==> config.mk <==
export PLATFORM = sky130hd
export DESIGN_NAME = ps2_kbd_host_if_flat
export DESIGN_NICKNAME = d
export VERILOG_FILES = /design/src/rtl/ps2_kbd_host_if_if.sv /design/src/rtl/ps2_kbd_host_if.sv /design/src/flat_wrapper.sv
export SDC_FILE = /design/constraint.sdc
export NUM_CORES = 1
export LEC_CHECK = 0
export CAP_MARGIN = 20
export CORE_ASPECT_RATIO = 1.1
export CORE_MARGIN = 3
export CORE_UTILIZATION = 47
export CTS_CLUSTER_SIZE = 20
export DETAILED_ROUTE_END_ITERATION = 12
export GPL_ROUTABILITY_DRIVEN = 0
export GPL_TIMING_DRIVEN = 1
export PLACE_DENSITY = 0.81
export SLEW_MARGIN = 20
export SYNTH_ARGS = -nofsm -noshare
export SYNTH_HDL_FRONTEND = slang
export SYNTH_SLANG_ARGS = --single-unit
==> constraint.sdc <==
create_clock -name busclk -period 3.55 [get_ports busclk]
set_clock_uncertainty 0.2 [all_clocks]
set_input_delay 0.71 -clock busclk [delete_from_list [all_inputs] [get_ports busclk]]
set_output_delay 0.71 -clock busclk [all_outputs]
set_load 0.01 [all_outputs]
==> src/rtl/ps2_kbd_host_if_if.sv <==
// Bundle between the PS/2 receive FIFO, the 60h/64h I/O decoder and the host interface.
// Ports: receiver FIFO head/empty/pop/error flags, bus cs/addr/rd/dout, irq1.
interface ps2_kbd_host_if_if;
    logic [7:0] kb_fifo_top;
    logic       kb_rx_empty;
    logic       kb_pop;
    logic       kb_frame_error;
    logic       kb_parity_error;
    logic       kb_rx_overflow;
    logic       cs;
    logic       addr;
    logic       rd;
    logic [7:0] dout;
    logic       irq1;

    modport master (
        output kb_fifo_top, kb_rx_empty,
        output kb_frame_error, kb_parity_error, kb_rx_overflow,
        output cs, addr, rd,
        input  kb_pop, dout, irq1
    );

    modport slave (
        input  kb_fifo_top, kb_rx_empty,
        input  kb_frame_error, kb_parity_error, kb_rx_overflow,
        input  cs, addr, rd,
        output kb_pop, dout, irq1
    );
endinterface

==> src/rtl/ps2_kbd_host_if.sv <==
// 8042-style keyboard host: pops PS/2 set-2 bytes, optional set-1 translation
// (macro KBD_XLAT_EN), data port 60h / status port 64h, IRQ1 = OBF.
// Ports: busclk, rst (sync, active-high), bus (slave modport of ps2_kbd_host_if_if).
module ps2_kbd_host_if #(
    parameter bit STATUS_SYS = 1'b1
) (
    input  logic                busclk,
    input  logic                rst,
    ps2_kbd_host_if_if.slave    bus
);

    typedef enum logic [2:0] {
        IDLE, ALIGN, TAKE, HOLD, RECOVER
    } state_e;

    state_e     state_q, state_d;
    logic [7:0] out_data_q, out_data_d;
    logic       obf_q, obf_d;
    logic [7:0] pend_q, pend_d;
    logic       pop_c;
    logic       rd_data;

    assign rd_data = bus.cs & bus.rd & ~bus.addr;

`ifdef KBD_XLAT_EN
    logic brk_q, brk_d;
    // Prefix bytes keep a pending break flag alive across the E0/E1 byte.
    logic pfx_q, pfx_d;
    logic is_pfx;
    logic [7:0] rom;
    logic [7:0] xlat;

    assign is_pfx = (bus.kb_fifo_top == 8'hE0) | (bus.kb_fifo_top == 8'hE1);
    assign xlat   = is_pfx ? bus.kb_fifo_top : (rom | {brk_q, 7'b0});

    always_comb begin
        rom = 8'h00;
        case (bus.kb_fifo_top)
            8'h01: rom = 8'h43;  8'h03: rom = 8'h3F;
            8'h04: rom = 8'h3D;  8'h05: rom = 8'h3B;
            8'h06: rom = 8'h3C;  8'h07: rom = 8'h58;
            8'h09: rom = 8'h44;  8'h0A: rom = 8'h42;
            8'h0B: rom = 8'h40;  8'h0C: rom = 8'h3E;
            8'h0D: rom = 8'h0F;  8'h0E: rom = 8'h29;
            8'h11: rom = 8'h38;  8'h12: rom = 8'h2A;
            8'h14: rom = 8'h1D;  8'h15: rom = 8'h10;
            8'h16: rom = 8'h02;  8'h1A: rom = 8'h2C;
            8'h1B: rom = 8'h1F;  8'h1C: rom = 8'h1E;
            8'h1D: rom = 8'h11;  8'h1E: rom = 8'h03;
            8'h21: rom = 8'h2E;  8'h22: rom = 8'h2D;
            8'h23: rom = 8'h20;  8'h24: rom = 8'h12;
            8'h25: rom = 8'h05;  8'h26: rom = 8'h04;
            8'h29: rom = 8'h39;  8'h2A: rom = 8'h2F;
            8'h2B: rom = 8'h21;  8'h2C: rom = 8'h14;
            8'h2D: rom = 8'h13;  8'h2E: rom = 8'h06;
            8'h31: rom = 8'h31;  8'h32: rom = 8'h30;
            8'h33: rom = 8'h23;  8'h34: rom = 8'h22;
            8'h35: rom = 8'h15;  8'h36: rom = 8'h07;
            8'h3A: rom = 8'h32;  8'h3B: rom = 8'h24;
            8'h3C: rom = 8'h16;  8'h3D: rom = 8'h08;
            8'h3E: rom = 8'h09;  8'h41: rom = 8'h33;
            8'h42: rom = 8'h25;  8'h43: rom = 8'h17;
            8'h44: rom = 8'h18;  8'h45: rom = 8'h0B;
            8'h46: rom = 8'h0A;  8'h49: rom = 8'h34;
            8'h4A: rom = 8'h35;  8'h4B: rom = 8'h26;
            8'h4C: rom = 8'h27;  8'h4D: rom = 8'h19;
            8'h4E: rom = 8'h0C;  8'h52: rom = 8'h28;
            8'h54: rom = 8'h1A;  8'h55: rom = 8'h0D;
            8'h58: rom = 8'h3A;  8'h59: rom = 8'h36;
            8'h5A: rom = 8'h1C;  8'h5B: rom = 8'h1B;
            8'h5D: rom = 8'h2B;  8'h61: rom = 8'h56;
            8'h66: rom = 8'h0E;  8'h69: rom = 8'h4F;
            8'h6B: rom = 8'h4B;  8'h6C: rom = 8'h47;
            8'h70: rom = 8'h52;  8'h71: rom = 8'h53;
            8'h72: rom = 8'h50;  8'h73: rom = 8'h4C;
            8'h74: rom = 8'h4D;  8'h75: rom = 8'h48;
            8'h76: rom = 8'h01;  8'h77: rom = 8'h45;
            8'h78: rom = 8'h57;  8'h79: rom = 8'h4E;
            8'h7A: rom = 8'h51;  8'h7B: rom = 8'h4A;
            8'h7C: rom = 8'h37;  8'h7D: rom = 8'h49;
            8'h7E: rom = 8'h46;  8'h83: rom = 8'h41;
            default: rom = 8'h00;
        endcase
    end
`endif

    always_comb begin
        state_d    = state_q;
        out_data_d = out_data_q;
        obf_d      = obf_q;
        pend_d     = pend_q;
        pop_c      = 1'b0;
`ifdef KBD_XLAT_EN
        brk_d      = brk_q;
        pfx_d      = pfx_q;
`endif
        // A data read only clears a full buffer; HOLD never loads while
        // obf_q is set, so the two updates below cannot collide.
        if (rd_data && obf_q)
            obf_d = 1'b0;
        unique case (state_q)
            IDLE: begin
                if (!bus.kb_rx_empty)
                    state_d = ALIGN;
            end
            ALIGN: state_d = TAKE;
            TAKE: begin
                pop_c = 1'b1;
`ifdef KBD_XLAT_EN
                if (bus.kb_fifo_top == 8'hF0) begin
                    brk_d   = 1'b1;
                    state_d = RECOVER;
                end else begin
                    pend_d  = xlat;
                    pfx_d   = is_pfx;
                    state_d = HOLD;
                end
`else
                pend_d  = bus.kb_fifo_top;
                state_d = HOLD;
`endif
            end
            HOLD: begin
                if (!obf_q) begin
                    out_data_d = pend_q;
                    obf_d      = 1'b1;
`ifdef KBD_XLAT_EN
                    if (!pfx_q)
                        brk_d = 1'b0;
`endif
                    state_d    = RECOVER;
                end
            end
            RECOVER: state_d = IDLE;
            default: state_d = IDLE;
        endcase
    end

    always_ff @(posedge busclk) begin
        if (rst) begin
            state_q    <= IDLE;
            out_data_q <= 8'h00;
            obf_q      <= 1'b0;
            pend_q     <= 8'h00;
`ifdef KBD_XLAT_EN
            brk_q      <= 1'b0;
            pfx_q      <= 1'b0;
`endif
        end else begin
            state_q    <= state_d;
            out_data_q <= out_data_d;
            obf_q      <= obf_d;
            pend_q     <= pend_d;
`ifdef KBD_XLAT_EN
            brk_q      <= brk_d;
            pfx_q      <= pfx_d;
`endif
        end
    end

    assign bus.kb_pop = pop_c;
    assign bus.irq1   = obf_q;
    assign bus.dout   = bus.addr
        ? {bus.kb_parity_error, bus.kb_frame_error, bus.kb_rx_overflow,
           1'b1, 1'b0, STATUS_SYS, 1'b0, obf_q}
        : out_data_q;

endmodule

==> src/flat_wrapper.sv <==
// flat-port wrapper written by rule: the top's interface ports become plain ports
module ps2_kbd_host_if_flat 
#(
    parameter bit STATUS_SYS = 1'b1
)
  (busclk, rst, bus_kb_fifo_top, bus_kb_rx_empty, bus_kb_frame_error, bus_kb_parity_error, bus_kb_rx_overflow, bus_cs, bus_addr, bus_rd, bus_kb_pop, bus_dout, bus_irq1);
  ps2_kbd_host_if_if bus_i ();
  input  logic busclk;
  input  logic rst;
  input wire logic [$bits(bus_i.kb_fifo_top)-1:0] bus_kb_fifo_top;
  input wire logic [$bits(bus_i.kb_rx_empty)-1:0] bus_kb_rx_empty;
  input wire logic [$bits(bus_i.kb_frame_error)-1:0] bus_kb_frame_error;
  input wire logic [$bits(bus_i.kb_parity_error)-1:0] bus_kb_parity_error;
  input wire logic [$bits(bus_i.kb_rx_overflow)-1:0] bus_kb_rx_overflow;
  input wire logic [$bits(bus_i.cs)-1:0] bus_cs;
  input wire logic [$bits(bus_i.addr)-1:0] bus_addr;
  input wire logic [$bits(bus_i.rd)-1:0] bus_rd;
  output wire logic [$bits(bus_i.kb_pop)-1:0] bus_kb_pop;
  output wire logic [$bits(bus_i.dout)-1:0] bus_dout;
  output wire logic [$bits(bus_i.irq1)-1:0] bus_irq1;
  assign bus_i.kb_fifo_top = bus_kb_fifo_top;
  assign bus_i.kb_rx_empty = bus_kb_rx_empty;
  assign bus_i.kb_frame_error = bus_kb_frame_error;
  assign bus_i.kb_parity_error = bus_kb_parity_error;
  assign bus_i.kb_rx_overflow = bus_kb_rx_overflow;
  assign bus_i.cs = bus_cs;
  assign bus_i.addr = bus_addr;
  assign bus_i.rd = bus_rd;
  assign bus_kb_pop = bus_i.kb_pop;
  assign bus_dout = bus_i.dout;
  assign bus_irq1 = bus_i.irq1;
  ps2_kbd_host_if #(.STATUS_SYS(STATUS_SYS)) u_core (.busclk(busclk), .rst(rst), .bus(bus_i));
endmodule
==> results.toml, run 1 <==
[outcome]
status = "completed"

[finish]
diodes = 0
fin_util = 0.690
areaGrowthSynthToFinish_pct = 34.3
final_nets = 138
final_common_cell = "nand2_1"
drive_above_1_share = 0.183
post-route-cell-area_sq_um = 1130
layout_common_cells = "nand2_1, clkdlybuf4s50_1, dfxtp_1, a21oi_1, a21oi_2"

[timing]
timing.final.crit_share = 0.880
relSlewSlack = 0.443
tns_ps = 0
max_slew.worst_pin.slew_ps = 832
slew_violations = 0
finalHoldViolCount = 0
grt_setup_unrepaired = "no"
max_freq_ghz = 0.320
hold_ws_ps = 264
period_minus_slack_ps = 3120
finalSetupViolCount = 0

[worst_setup_path]
critPathSlowestCell = "clkdlybuf4s50_1"
worstRegToRegCells = 4
crit_required_ps = 2640
r2r_end = "u_core.pend_q[5]"
endpoint = "bus_dout[6]"
r2r_slack_ps = 1950
crit_type = "input port to primary output"
cp_common_cell = "clkdlybuf4s50_1"
rr_startpoint = "u_core.state_q[1]"
arrival_ps = 2210
path_cells = "clkdlybuf4s50_1 -> mux2_2 -> clkdlybuf4s50_1"
start_kind = "input port"
critPathCaptureType = "primary output"
slowest_delay_ps = 650
startpoint = "bus_addr"
cp_max_fo = 9

[placement]
io_buffers = 26
dp_hpwl_microns = 1260
place_area_sq_um = 1090

[clock_network]
clock_latency_ps = 290
clkSinkCount = 20
cts_root_buf = "clkbuf_4"
cts_buffer_depth = 2
cts_tree = "done"
holdBufCountCts = 0
cts_resized = 0
htree_levels = 1
cts-buffers-inserted = 3
clkTransAtPathRegs_ps = 100
post_cts_buffers = 0

[yosys]
syn-mean-instance-area_sq_um = 8.75
yosysSeqAreaShare = 0.477
synth-seq-cells = 20
syn-cell-area_sq_um = 840
yosysWarnings = 0
synthArstFlopShare = 0
synth_cell_types = 20
synth_edf_count = 0
syn_nets = 113
synthFlopType = "dfxtp_1"
synth_cells = 96

[floorplan]
core_sq_um = 1630
start_util = 0.514
die_width_microns = 46.3
io_pins = 27
die_y_microns = 50.3
dieArea_sq_um = 2330
fp-row-count = 15

[global_routing]
grt_max_degree = 21
grt_pass1_wl_microns = 2850
grt_pass1_vias = 687
grt_overflow = 0
antenna_found_initial = 0
track_usage = 0.168

[power]
power_uw = 433
peakVddDrop_v = 0.000249
leakagePower_uw = 0.000386
power_density_nw_per_um2 = 384

[drt]
viasPerCell = 5.09
dr.pass1.iters = 4
initialDrtViolationCount = 9
route.detailed.drc = 0
wl_per_cell_microns = 12.0
ant_nets = 0
vias = 698
drt_wl_total_microns = 1640

[min_path]
hp-class = "flop to flop"

[job]
maxCapViolations = 0
-- synth_stat cells, types with 2 or more instances --
master / count / area [sq um]
nand2_1: 32 / 120
a21oi_2: 8 / 70.1
dfxtp_1: 20 / 400
or2_2: 2 / 12.5
o21ai_0: 2 / 10.0
nor2b_1: 2 / 12.5
clkbuf_1: 5 / 18.8
a21oi_1: 9 / 45.0
mux2_2: 4 / 45.0
nor3_1: 2 / 10.0
-- state kept, by name, summed over array words and instances (netlist names) --
signal             count
u_core.out_data_q      8
u_core.pend_q          8
u_core.state_q         3
u_core.bus.irq1        1
-- kinds of logic (layout without fill, tap and decap cells) --
group / Yosys count / after routing / synth area share
DFF: 20 / 20 / 0.477
muxes: 4 / 4 / 0.0536
buffers and inverters: 7 / 31 / 0.0551
and+or+nand+nor: 45 / 45 / 0.255
AOI/OAI and AO/OA: 20 / 20 / 0.159
-- area by class of cell --
type,count,area (sq um)
Clock buffer,4,36.3
Fill cell,148,505
Timing Repair Buffer,26,260
Sequential cell,20,400
Tap cell,17,21.3
Inverter,1,16.3
Multi-Input combinational cell,69,393
-- per-layer routing --
layer / global-route usage / vias to the layer above / share of wire
met5: 0 / - / 0
met4: 0.0853 / 0 / 0.011
met3: 0.0215 / 2 / 0.060
met2: 0.275 / 19 / 0.47
met1: 0.206 / 313 / 0.46
li1: - / 364 / -
-- worst min path at each step --
stage                                     from                   end  slack (ps)  cells past startpoint
after CTS                     u_core.pend_q[0]  u_core.out_data_q[0]         270                      2
after detailed placement      u_core.pend_q[6]  u_core.out_data_q[6]         250                      2
after global placement    u_core.out_data_q[3]  u_core.out_data_q[3]         240                      2
after floorplan           u_core.out_data_q[2]  u_core.out_data_q[2]         230                      2
final                     u_core.out_data_q[4]  u_core.out_data_q[4]         260                      2
after global routing          u_core.pend_q[0]  u_core.out_data_q[0]         280                      2
-- metrics by stage --
| step | instances | setup WS [ps] |
|---|---|---|
| after floorplan | 96 | 1300 |
| after global placement | 133 | 445 |
| after detailed placement | 133 | 420 |
| after CTS | 137 | 412 |
| after global routing | 137 | 364 |
| final | 137 | 428 |
-- report_power, final --
group / leakage, uW / switching [uW] / internal [uW] / total (uW)
clock network: 0.0000210 / 64.4 / 62.5 / 127
registers: 0.000162 / 6.74 / 233 / 240
logic: 0.000203 / 29.0 / 37.7 / 66.7
-- critical path: cells and delay by family --
kind / cells / cell delay (ps)
buf+inv: 2 / 1130
mux: 1 / 380
Power figures use the tool's default switching activity.
==> inputs of run 2 (changes only) <==
--- a/config.mk
+++ b/config.mk
@@ -14,7 +14,7 @@
 export GPL_ROUTABILITY_DRIVEN = 0
 export GPL_TIMING_DRIVEN = 1
 export PLACE_DENSITY = 0.81
-export SLEW_MARGIN = 20
+export SLEW_MARGIN = 40
 export SYNTH_ARGS = -nofsm -noshare
 export SYNTH_HDL_FRONTEND = slang
 export SYNTH_SLANG_ARGS = --single-unit
==> run 2 against run 1 <==
  * Sequential cell count is the same
  * First-iteration DRC count grew 11%
  * Largest cell class unchanged
  * Critical path type unchanged
  * Clock-buffer cell count is the same
  * Worst hold slack is essentially flat
  * Combinational power shrank 0.6%
  * Maximum frequency is essentially flat
  * Sequential share of layout area grew 0.16 points
  * Register-to-register slack is essentially flat
  * Global-route usage is the same
  * Clock power is essentially flat
  * Non-clock buffer count is the same
  * Final area shrank 0.44%
==> results.toml, run 2 (same netlist as run 1, synthesis figures left out) <==
[global_routing]
antenna_found_initial = 0
track_usage = 0.168
grt_overflow = 0
grt_pass1_wl_microns = 2850
grt_pass1_vias = 687
grt_max_degree = 21

[placement]
preCtsSetupSlack_ps = 420
io_buffers = 26
place_area_sq_um = 1090
place_inst = 133
dp_hpwl_microns = 1260

[drt]
drt_wl_total_microns = 1660
route.detailed.drc = 0
ant_nets = 0
dr.pass1.iters = 4
initialDrtViolationCount = 10
viasPerCell = 5.15
vias = 705
wl_per_cell_microns = 12.1

[power]
leakagePower_uw = 0.000386
power_density_nw_per_um2 = 386
pwr-share-seq = 0.553
clockPowerShare = 0.294
peakVddDrop_v = 0.000249
swShare = 0.232
switching_power_uw = 101
power_frac_comb = 0.153
power.internal_uw = 332

[timing]
tns_ps = 0
setup_slack_ps = 427
finalSetupViolCount = 0
finalHoldViolCount = 0
period_minus_slack_ps = 3120
slew_violations = 0
max_freq_ghz = 0.320
grt_setup_unrepaired = "no"
relSlewSlack = 0.682
max_slew.worst_pin.slew_ps = 476
timing.final.crit_share = 0.880

[finish]
largest_registers = "u_core.out_data_q x8, u_core.pend_q x8, u_core.state_q x3"
final_cells = 137
final_nets = 138
diodes = 0
post-route-cell-area_sq_um = 1120
multi_input_area_sq_um = 393
seq_area_sq_um = 400
n_fill_cell = 149
areaGrowthSynthToFinish_pct = 33.7
layout_common_cells = "nand2_1, clkdlybuf4s50_1, dfxtp_1, a21oi_1, a21oi_2"
final_common_cell = "nand2_1"
drive_above_1_share = 0.192

[job]
maxCapViolations = 0

[min_path]
hp-class = "flop to flop"
hp-start = "u_core.out_data_q[4]"

[worst_setup_path]
start_kind = "input port"
cp_max_fo = 9
critPathCaptureType = "primary output"
startpoint = "bus_addr"
arrival_ps = 2210
rr_startpoint = "u_core.state_q[1]"
crit_required_ps = 2640
crit_type = "input port to primary output"

[clock_network]
clkSinkCount = 20
cts_tree = "done"
cts_root_buf = "clkbuf_4"
cts_resized = 0
clock_latency_ps = 290
cts_buffer_depth = 2
cts-buffers-inserted = 3
htree_levels = 1
clkTransAtPathRegs_ps = 100
post_cts_buffers = 0
holdBufCountCts = 0

[floorplan]
io_pins = 27
die_y_microns = 50.3
core_sq_um = 1630
fp-row-count = 15
start_util = 0.514
die_width_microns = 46.3
dieArea_sq_um = 2330

[outcome]
status = "completed"
[run 2: cell count changes in the layout (fill, tap and decap cells not counted)]
cell / previous run / this run
clkdlybuf4s50_1: 26 / 25
buf_2: 0 / 1
[run 2: layout make-up]
type,count,share of cell area
clock buffer,4,0.0323
inverter,1,0.0145
multi-input combinational,69,0.350
sequential,20,0.357
tap,17,0.0190
timing repair buffer,26,0.227
[run 2: worst max-delay path: stages]
cell,delay [ps]
clkdlybuf4s50_1,650
mux2_2,380
clkdlybuf4s50_1,480
[run 2: stage by stage]
step	hold slack (ps)	total power (uW)	utilization
after global placement	241	309	0.668
final	264	433	0.687
after detailed placement	249	312	0.668
after global routing	280	454	0.687
after floorplan	232	281	-
after CTS	267	438	0.690
[run 2: worst paths after layout]
kind	end	slack, ps	depth (start not counted)
worst min register to register	u_core.out_data_q[4]	260	2
worst max-delay path	bus_dout[6]	430	3
worst min-delay path	u_core.out_data_q[4]	260	2
worst max register to register	u_core.pend_q[5]	1960	4
[run 2: power by group through the flow]
stage	sequential, uW	combinational [uW]	clock, uW
after floorplan	243	38.2	0
after CTS	239	67.4	131
final	240	66.3	127
after detailed placement	244	67.2	0
after global placement	244	65.5	0
after global routing	241	73.2	140
[run 2: layer usage]
metal	up-vias	share of wire	global-route usage	wire, microns
met4	0	0.011	0.0853	18
met1	318	0.46	0.206	768
met5	-	0	0	0
met2	21	0.47	0.275	774
met3	2	0.060	0.0215	100
li1	364	-	-	-
==> inputs of run 3 (changes only) <==
--- a/config.mk
+++ b/config.mk
@@ -13,6 +13,7 @@
 export DETAILED_ROUTE_END_ITERATION = 12
 export GPL_ROUTABILITY_DRIVEN = 0
 export GPL_TIMING_DRIVEN = 1
+export HOLD_SLACK_MARGIN = 0.03
 export PLACE_DENSITY = 0.81
 export SLEW_MARGIN = 40
 export SYNTH_ARGS = -nofsm -noshare
==> results of run 3 <==
The final DEF is identical to that of run 2; final timing and power are the same.
